--- config.mk ---
export PLATFORM = sky130hd
export DESIGN_NAME = mem_arbiter_flat
export DESIGN_NICKNAME = d
export VERILOG_FILES = /design/src/rtl/mem_arbiter_pkg.sv /design/src/rtl/mem_arbiter_if.sv /design/src/rtl/mem_arbiter_rr_pick.sv /design/src/rtl/mem_arbiter.sv /design/src/flat_wrapper.sv
export SDC_FILE = /design/constraint.sdc
export NUM_CORES = 1
export LEC_CHECK = 0
export CORE_MARGIN = 1.5
export CORE_UTILIZATION = 54
export CTS_BUF_LIST = sky130_fd_sc_hd__clkbuf_2
export DETAILED_ROUTE_END_ITERATION = 7
export GPL_TIMING_DRIVEN = 0
export MAX_ROUTING_LAYER = met4
export PLACE_DENSITY = 0.81
export SLEW_MARGIN = 10
export SYNTH_ARGS = -nofsm -noshare
export SYNTH_HDL_FRONTEND = slang
export SYNTH_HIERARCHICAL = 1
export SYNTH_SLANG_ARGS = --single-unit
--- constraint.sdc ---
create_clock -name clk -period 2.6 [get_ports clk]
set_clock_uncertainty 0.1 [all_clocks]
set_input_delay 0.65 -clock clk [delete_from_list [all_inputs] [get_ports clk]]
set_output_delay 0.65 -clock clk [all_outputs]
set_load 0.01 [all_outputs]
--- src/rtl/mem_arbiter_pkg.sv ---
// Shared types and constants for the memory bus arbiter.
package mem_arbiter_pkg;

  // Width of the owner index and round-robin pointer; covers up to 4 requesters.
  localparam int unsigned OwnerW = 2;

  // Requester index assignments.
  localparam int unsigned REQ_CPU = 0;
  localparam int unsigned REQ_DMA = 1;
  localparam int unsigned REQ_OUT = 2;

  // Arbiter states: IDLE (no grant) and OWNED (exactly one grant bit set).
  typedef enum logic {
    StIdle  = 1'b0,
    StOwned = 1'b1
  } arb_state_e;

endpackage

--- src/rtl/mem_arbiter_if.sv ---
// Request/grant bundle between bus requesters and the arbiter.
interface mem_arbiter_if
  import mem_arbiter_pkg::*;
#(
  parameter int unsigned NREQ = 3
);

  logic [NREQ-1:0]   req;
  logic [NREQ-1:0]   lock;
  logic [NREQ-1:0]   grant;
  logic [OwnerW-1:0] owner;
  logic              busy;
  logic              preempt;

  // Requester side.
  modport master (
    output req,
    output lock,
    input  grant,
    input  owner,
    input  busy,
    input  preempt
  );

  // Arbiter side.
  modport slave (
    input  req,
    input  lock,
    output grant,
    output owner,
    output busy,
    output preempt
  );

endinterface

--- src/rtl/mem_arbiter_rr_pick.sv ---
// Combinational round-robin picker: first masked request at or above rr_ptr, wrapping.
module rr_pick
  import mem_arbiter_pkg::*;
#(
  parameter int unsigned NREQ = 3
) (
  input  logic [NREQ-1:0]   req_i,
  input  logic [NREQ-1:0]   mask_i,
  input  logic [OwnerW-1:0] rr_ptr_i,
  output logic [NREQ-1:0]   winner_o,
  output logic              found_o
);

  localparam logic [OwnerW:0] NReqV = (OwnerW + 1)'(NREQ);

  logic [NREQ-1:0] cand;
  logic [OwnerW:0] idx;
  logic            found;

  assign cand = req_i & mask_i;

  // Scan from rr_ptr upward; rr_ptr < NREQ so one subtraction wraps the index.
  always_comb begin
    winner_o = '0;
    found    = 1'b0;
    idx      = '0;
    for (int unsigned i = 0; i < NREQ; i++) begin
      idx = {1'b0, rr_ptr_i} + (OwnerW + 1)'(i);
      if (idx >= NReqV) begin
        idx = idx - NReqV;
      end
      if (!found && cand[idx[OwnerW-1:0]]) begin
        winner_o[idx[OwnerW-1:0]] = 1'b1;
        found                     = 1'b1;
      end
    end
  end

  assign found_o = found;

endmodule

--- src/rtl/mem_arbiter.sv ---
// Round-robin memory bus arbiter with hold-time preemption and owner lock.
// All outputs are flops; req/lock only reach them through the next-state logic.
module mem_arbiter
  import mem_arbiter_pkg::*;
#(
  parameter int unsigned NREQ     = 3,
  parameter int unsigned MAX_HOLD = 8
) (
  input  logic         clk,
  input  logic         reset_cycle,
  mem_arbiter_if.slave bus
);

  localparam int unsigned       HoldW   = $clog2(MAX_HOLD + 1);
  localparam logic [HoldW-1:0]  HoldMax = HoldW'(MAX_HOLD);
  localparam logic [OwnerW-1:0] LastIdx = OwnerW'(NREQ - 1);

  arb_state_e        state_q;
  logic [NREQ-1:0]   grant_q;
  logic [OwnerW-1:0] owner_q;
  logic [OwnerW-1:0] rr_ptr_q;
  logic              busy_q;
  logic              preempt_q;
  logic [HoldW-1:0]  hold_cnt_q;

  logic [NREQ-1:0]   mask;
  logic [NREQ-1:0]   winner;
  logic              found;
  logic              owner_req;
  logic              owner_lock;
  logic              hold_full;
  logic [OwnerW-1:0] win_idx;
  logic [OwnerW-1:0] next_ptr;
  logic              do_grant;
  logic              do_preempt;
  logic              do_idle;

  // Re-arbitration while owned never considers the current owner.
  assign mask       = (state_q == StOwned) ? ~grant_q : '1;
  assign owner_req  = |(bus.req & grant_q);
  assign owner_lock = |(bus.lock & grant_q);
  assign hold_full  = (hold_cnt_q == HoldMax);

  rr_pick #(
    .NREQ(NREQ)
  ) u_rr_pick (
    .req_i    (bus.req),
    .mask_i   (mask),
    .rr_ptr_i (rr_ptr_q),
    .winner_o (winner),
    .found_o  (found)
  );

  // Binary index of the one-hot winner and the pointer value that follows it.
  always_comb begin
    win_idx = '0;
    for (int unsigned i = 0; i < NREQ; i++) begin
      if (winner[i]) begin
        win_idx = OwnerW'(i);
      end
    end
    next_ptr = (win_idx == LastIdx) ? '0 : win_idx + 1'b1;
  end

  // Decide this edge's action; a release takes priority over preemption.
  always_comb begin
    do_grant   = 1'b0;
    do_preempt = 1'b0;
    do_idle    = 1'b0;
    unique case (state_q)
      StIdle: begin
        do_grant = found;
      end
      StOwned: begin
        if (!owner_req) begin
          do_grant = found;
          do_idle  = !found;
        end else if (hold_full && !owner_lock && found) begin
          do_grant   = 1'b1;
          do_preempt = 1'b1;
        end
      end
    endcase
  end

  // FSM state and registered outputs.
  always_ff @(posedge clk or posedge reset_cycle) begin
    if (reset_cycle) begin
      state_q    <= StIdle;
      grant_q    <= '0;
      owner_q    <= '0;
      busy_q     <= 1'b0;
      preempt_q  <= 1'b0;
      rr_ptr_q   <= '0;
      hold_cnt_q <= '0;
    end else begin
      preempt_q <= do_preempt;
      if (do_grant) begin
        state_q    <= StOwned;
        grant_q    <= winner;
        owner_q    <= win_idx;
        busy_q     <= 1'b1;
        rr_ptr_q   <= next_ptr;
        hold_cnt_q <= HoldW'(1);
      end else if (do_idle) begin
        state_q    <= StIdle;
        grant_q    <= '0;
        owner_q    <= '0;
        busy_q     <= 1'b0;
        hold_cnt_q <= '0;
      end else if (state_q == StOwned && !hold_full) begin
        hold_cnt_q <= hold_cnt_q + 1'b1;
      end
    end
  end

  assign bus.grant   = grant_q;
  assign bus.owner   = owner_q;
  assign bus.busy    = busy_q;
  assign bus.preempt = preempt_q;

endmodule

--- src/flat_wrapper.sv ---
// flat-port wrapper written by rule: the top's interface ports become plain ports
module mem_arbiter_flat import mem_arbiter_pkg::*;
#(
  parameter int unsigned NREQ     = 3,
  parameter int unsigned MAX_HOLD = 8
)
  (clk, reset_cycle, bus_req, bus_lock, bus_grant, bus_owner, bus_busy, bus_preempt);
  mem_arbiter_if #(.NREQ(NREQ)) bus_i ();
  input  logic clk;
  input  logic reset_cycle;
  input wire logic [$bits(bus_i.req)-1:0] bus_req;
  input wire logic [$bits(bus_i.lock)-1:0] bus_lock;
  output wire logic [$bits(bus_i.grant)-1:0] bus_grant;
  output wire logic [$bits(bus_i.owner)-1:0] bus_owner;
  output wire logic [$bits(bus_i.busy)-1:0] bus_busy;
  output wire logic [$bits(bus_i.preempt)-1:0] bus_preempt;
  assign bus_i.req = bus_req;
  assign bus_i.lock = bus_lock;
  assign bus_grant = bus_i.grant;
  assign bus_owner = bus_i.owner;
  assign bus_busy = bus_i.busy;
  assign bus_preempt = bus_i.preempt;
  mem_arbiter #(.NREQ(NREQ), .MAX_HOLD(MAX_HOLD)) u_core (.clk(clk), .reset_cycle(reset_cycle), .bus(bus_i));
endmodule
==> impl_results.md, run 1 <==
- Synthesized flop and latch total: 12
- CP Max Fanout: 8
- Final worst-path cycle share: 98.2%
- Max cap viols: 0
- Largest net degree at the start of global routing: 13
- Slew headroom: 64.8%
- Detail Placement HPWL: 1460 um
- Worst Setup Path Type: primary input to flop
- Share of layout cells above drive strength 1: 17.8%
- First-pass GRT wire length: 3320 um
- Fin crit period: 2.55 ns
- # hold bufs at CTS: 0
- Die Ht: 43.4 um
- Cell taking the most area after synthesis: dfrtp_1
- Most used DFF post-synth: dfrtp_1
- 1st-pass router iterations: 4
- P&R area growth vs syn: 24.4%
- CTS tree: done
- Initial DRC Count: 26
- Hold crit path type: flop to flop
- Row count: 14
- Fmax: 392 MHz
- Count of final hold-check violations: 0
- Max VDD drop: 0.927 mV
- Post-layout util: 72.1%
- CTS max path bufs: 2
- Number of global-route vias before repair: 735
- GP Congestion: 0.875
- Setup Total Neg Slack: 0 ns
- Setup Buffers After CTS: 0
- WHS Path Cells: 1
- Sequential share of the synthesized area: 34.0%
- Port Buffer Count: 14
- FF-to-FF Start: u_core/bus.busy$_DFFE_PP0P_
- Die Wd: 43.4 um
- Pwr per Cell Area: 1220 nW/um^2
- Top cells by area, synth: dfrtp_1, ha_1, nand4b_1
- Net Count, Synth: 104
- Clock Pin Slew Worst Setup and Hold Paths: 0.12 ns
- Antenna diodes: 0
- Post-Syn Area per Cell: 9.81 um^2
- DR WL/cell: 16.9 um
- Core region area: 1520 um^2
- CTS sink count: 12
- Routed wire length: 2070 um
- DIE AREA: 1890 um^2
- DRT antenna net count: 0
- R2r setup slk: 0.16 ns
- WHS: 0.441 ns
- CP Capture Type: flop
- CTS root buf: clkbuf_2
- Mapped Area: 883 um^2
- Gr usage total: 24.6%
- Initial antenna violation count: 0
- Setup violators final: 0
- Final Max Tran Viols: 0
- Crit start category: primary input
- TritonCTS buffer count: 3
- Synth cell types: 38
- Yosys warns: 6
- Worst Tran Pin Value: 0.527 ns
- Post-synth EDFFs: 0
- Worst hold start: u_core/bus.owner[0]$_DFFE_PP0P_
- Initial Utilization: 58.0%
- DRC errors left: 0
- Overflow after GRT: 0
- Critical Path RT: 2.72 ns
- Via density: 6.55
- Hold endpoint: u_core/bus.owner[0]$_DFFE_PP0P_
- Worst R2R Path Depth: 7
- Capturing point of the worst reg2reg path: u_core/bus.grant[2]$_DFFE_PP0P_
- Outcome: finished, final reports clean
- I/O Pins: 15
- Leakage: 0.477 nW
- CP arrival: 2.68 ns
- Clk_lat worst skew: 0.28 ns
- Post-synth ARST share: 100%
- Vias: 806
- Final nets: 122
- Post-synth top area share: 34.0%
- H-tree depth: 1
- Setup crit start: bus_req[1]
- Syn Inst Count: 90
==> cell usage in the layout, fill, tap and decap left out, drive strengths merged, types with 2 or more instances in the layout <==
master         instances
clkdlybuf4s50         14
dfrtp                 12
nand2                 10
nand4b                 7
nor2                   6
inv                    6
ha                     6
a22o                   4
mux2                   4
clkbuf                 3
nand3                  3
a222oi                 2
nor2b                  2
a21oi                  2
xor2                   2
or2b                   2
nand3b                 2
a211o                  2
o21a                   2
==> worst max-delay path, cell delays in order <==
cell,delay [ns]
clkdlybuf4s50_1,0.50
nand4b_1,0.22
o311ai_2,0.18
or3_4,0.41
nor2b_1,0.18
a211oi_2,0.33
a22o_1,0.20
==> layout make-up <==
class	instances	area, um^2
timing repair buffer	14	140
multi-input combinational	70	588
clock buffer	3	15.0
buffer	1	7.51
fill	121	425
tap	16	20.0
clock inverter	1	3.75
inverter	6	22.5
sequential	12	302
==> logic make-up after synthesis <==
group	Yosys count	synth area share [%]
compound gates	20	20.0
xor+xnor	2	1.98
buf+inv	8	3.82
simple gates	38	25.8
flops	12	34.0
mux	4	5.95
fa+ha+maj	6	8.50
==> metal layers <==
metal | GRT usage (%) | vias up | wire length [um]
li1 | - | 373 | -
met1 | 28.5 | 408 | 866
met3 | 6.67 | 6 | 80
met5 | - | - | 0
met2 | 39.7 | 19 | 1080
met4 | 10.9 | 0 | 50
==> sequential cells by signal (all words and copies together), names as in the netlist <==
signal / cells
u_core/rr_ptr_q: 2
u_core/bus.busy: 1
u_core/hold_cnt_q: 4
u_core/bus.owner: 1
u_core/bus.grant: 3
u_core/bus.preempt: 1
==> worst max path at each step <==
stage	endpoint	slack [ns]	cells past startpoint
final	u_core/bus.grant[2]$_DFFE_PP0P_	0.05	7
after floorplan	u_core/bus.grant[1]$_DFFE_PP0P_	0.22	8
after global placement	u_core/bus.owner[0]$_DFFE_PP0P_	-0.32	7
after CTS	u_core/bus.owner[0]$_DFFE_PP0P_	0.1	7
after detailed placement	u_core/bus.owner[0]$_DFFE_PP0P_	-0.33	7
after global routing	u_core/bus.grant[2]$_DFFE_PP0P_	-0.01	7
==> power by group <==
group	internal, W	switching [W]	leakage [nW]
clock network	0.0000334	0.0000631	0.0140
logic	0.000475	0.000428	0.311
registers	0.000250	0.0000883	0.152
==> cells in the mapped netlist (2+ instances only) <==
master    count
a222oi_1      2
mux2_4        2
inv_1         6
nor2b_1       2
a22o_1        4
dfrtp_1      12
nand2_1      10
nand3_1       3
ha_1          6
nand4b_1      7
nor2_1        6
a21oi_1       2
or2b_1        2
xor2_1        2
==> metrics by stage <==
stage / setup slack (ns) / area [um^2] / instances / power [W]
global route: -0.0132 / 1100 / 123 / 0.00144
CTS: 0.0976 / 1060 / 123 / 0.00127
detailed placement: -0.332 / 1040 / 120 / 0.00116
finish: 0.0480 / 1100 / 123 / 0.00134
global placement: -0.322 / 1040 / 120 / 0.00113
floorplan: 0.219 / 883 / 90 / 0.000955
==> timing repair <==
item | 4_1_cts | 5_1_grt
endpoints found under the setup margin | 7 | 7
gates resized for setup | 1 | 7
pin swaps | 0 | 3
Power figures use the tool's default switching activity.
==> inputs of run 2 (changes only) <==
CELL_PAD_IN_SITES_DETAIL_PLACEMENT = 1   (was default)
CELL_PAD_IN_SITES_GLOBAL_PLACEMENT = 1   (was default)
CORE_ASPECT_RATIO = 0.75   (was default)
CORE_UTILIZATION = 41   (was 54)
HOLD_SLACK_MARGIN = 0.15   (was default)
PLACE_DENSITY = default   (was 0.81)
PLACE_DENSITY_LB_ADDON = 0.1   (was default)
==> run 2 against run 1 <==
Non-clock buffer count up 2. Wire length increased by 1.6%. Global-route usage shrank 5.0 points. Clock-buffer cell count unchanged. First-iteration DRC count grew 73%. Combinational power up 0.6%. Critical endpoint is now u_core/bus.owner[0]$_DFFE_PP0P_. Largest cell class unchanged. Highest routed layer unchanged.
==> impl_results.md, run 2 (synthesized netlist as in run 1, its figures left out) <==
- Outcome: finished, final reports clean
- Worst R2R Path Depth: 9 (+2)
- Max stage delay on crit path: 0.53 ns (+0.03 ns)
- DIE AREA: 2440 um^2 (+30%)
- Worst hold start: u_core/bus.owner[0]$_DFFE_PP0P_
- Max VDD drop: 0.686 mV (-26%)
- CP Capture Type: flop
- Fmax: 396 MHz (+0.99%)
- Clk_lat worst skew: 0.26 ns (-0.02 ns)
- Placed Area: 1050 um^2 (+0.96%)
- Final Max Tran Viols: 0 (unchanged)
- Biggest register: u_core/hold_cnt_q
- Die Ht: 43.2 um (-0.56%)
- Crit start category: primary input
- Critical Path RT: 2.66 ns (-0.06 ns)
- Crit-path cells: clkdlybuf4s50_1, nand2_1, o311ai_2, or3_4, nor2b_1, a211oi_2, buf_4, a22o_1
- Initial antenna violation count: 0 (unchanged)
- Core region area: 2010 um^2 (+32%)
- Port Buffer Count: 14 (unchanged)
- Slew headroom: 55.0% (-9.9 points)
- Worst Setup Path Type: primary input to flop
- Leakage: 0.487 nW (+2.2%)
- Critical Path Slowest Stage Cell: clkdlybuf4s50_1
- DRT antenna net count: 0 (unchanged)
- CTS tree: done
- Detail Placement HPWL: 1640 um (+13%)
- Initial Utilization: 43.9% (-14 points)
- Via density: 5.87 (-10%)
- WHS: 0.429 ns (-0.0124 ns)
- Largest net degree at the start of global routing: 13 (unchanged)
- Routed wire length: 2110 um (+1.6%)
- Setup crit start: bus_req[0]
- Die Wd: 56.6 um (+30%)
- FF-to-FF Start: u_core/rr_ptr_q[0]$_DFFE_PP0N_
- DR WL/cell: 15.8 um (-6.0%)
- Fin crit period: 2.53 ns (-0.0251 ns)
- H-tree depth: 1 (unchanged)
- P&R area growth vs syn: 23.9%
- GP Congestion: 0.866 (-1.0%)
- # hold bufs at CTS: 0 (unchanged)
- Final worst-path cycle share: 97.2% (-0.96 points)
- Pwr per Cell Area: 1200 nW/um^2 (-1.2%)
- Max reg flops: 4 (unchanged)
- TritonCTS buffer count: 3 (unchanged)
- CTS root buf: clkbuf_2
- Overflow after GRT: 0 (unchanged)
- DRC errors left: 0 (unchanged)
- Setup violators final: 0 (unchanged)
- Setup Total Neg Slack: 0 ns (unchanged)
- Antenna diodes: 0 (unchanged)
- Vias: 781 (-3.1%)
- Clock Pin Slew Worst Setup and Hold Paths: 0.11 ns (about the same)
- First-pass GRT wire length: 3450 um (+4.0%)
- Share of layout cells above drive strength 1: 16.5% (-1.2 points)
- Final nets: 124 (+1.6%)
- Gr usage total: 19.6% (-5.0 points)
- Setup crit end: u_core/bus.owner[0]$_DFFE_PP0P_
- Worst Tran Pin Value: 0.675 ns (+0.148 ns)
- Most common cell after layout, fill and taps aside: clkdlybuf4s50_1
- Max cap viols: 0 (unchanged)
- Stages on worst setup path: 8 (+1)
- R2r setup slk: 0.14 ns (-0.02 ns)
- CTS max path bufs: 2 (unchanged)
- Capturing point of the worst reg2reg path: u_core/bus.owner[0]$_DFFE_PP0P_
- Initial DRC Count: 45 (+73%)
- Hold crit path type: flop to flop
- 1st-pass router iterations: 4 (unchanged)
- CP Max Fanout: 8 (unchanged)
- Cell family with most CP delay: buffers and inverters
- Number of global-route vias before repair: 721 (-1.9%)
- WP buf/inv: 2 (+1)
- CTS sink count: 12 (unchanged)
- CP arrival: 2.59 ns (-0.09 ns)
- Count of final hold-check violations: 0 (unchanged)
- I/O Pins: 15 (unchanged)
- Highest-count cells in the layout ignoring fill and taps: clkdlybuf4s50_1, dfrtp_1, nand2_1
- Row count: 14 (unchanged)
- Final Cell Area: 1090 um^2 (-0.34%)
[run 2: area by class of cell]
type / instances / area, um^2
fillers: 237 / 920
repair buffers: 15 / 148
plain buffers: 2 / 12.5
clock buffers: 3 / 15.0
well taps: 24 / 30.0
flip-flops and latches: 12 / 300
inverters: 6 / 22.5
clock inverters: 1 / 3.75
multi-input cells: 70 / 563
[run 2: worst min path at each step]
stage | to | slack [ns] | depth (start not counted)
floorplan | u_core/bus.busy$_DFFE_PP0P_ | 0.41 | 1
global placement | u_core/bus.owner[0]$_DFFE_PP0P_ | 0.40 | 1
detailed placement | u_core/bus.owner[0]$_DFFE_PP0P_ | 0.39 | 1
CTS | u_core/bus.owner[0]$_DFFE_PP0P_ | 0.44 | 1
global route | u_core/bus.owner[0]$_DFFE_PP0P_ | 0.48 | 1
finish | u_core/bus.owner[0]$_DFFE_PP0P_ | 0.43 | 1
[run 2: through the flow]
stage               worst slack, ns  total power (W)  util, %  cells
global route               -0.00571          0.00142     54.3    133
CTS                         0.00131          0.00129     53.5    132
detailed placement           -0.400          0.00117     52.3    128
global placement             -0.363          0.00115     52.3    128
floorplan                     0.219         0.000955        -     90
finish                       0.0731          0.00132     54.3    133
[run 2: routing by layer]
metal / part of all wire [%] / vias up / wire [um] / GRT usage, %
li1: - / 375 / - / -
met1: 52 / 387 / 1090 / 29.0
met2: 43 / 17 / 907 / 25.1
met3: 4.7 / 2 / 98 / 7.01
met4: 0.47 / 0 / 10 / 4.29
met5: 0 / - / 0 / -
[run 2: what timing repair did]
action	4_1_cts	5_1_grt
setup endpoints to repair	9	4
buffers inserted	0	1
pin swaps	1	1
resized for setup	2	2
[run 2: where the power goes]
group / switching, W / leakage, nW / internal, W / total [W]
combinational: 0.000443 / 0.320 / 0.000465 / 0.000908
sequential: 0.0000676 / 0.153 / 0.000249 / 0.000317
clock: 0.0000592 / 0.0140 / 0.0000334 / 0.0000926
total: 0.000570 / 0.487 / 0.000747 / 0.00132
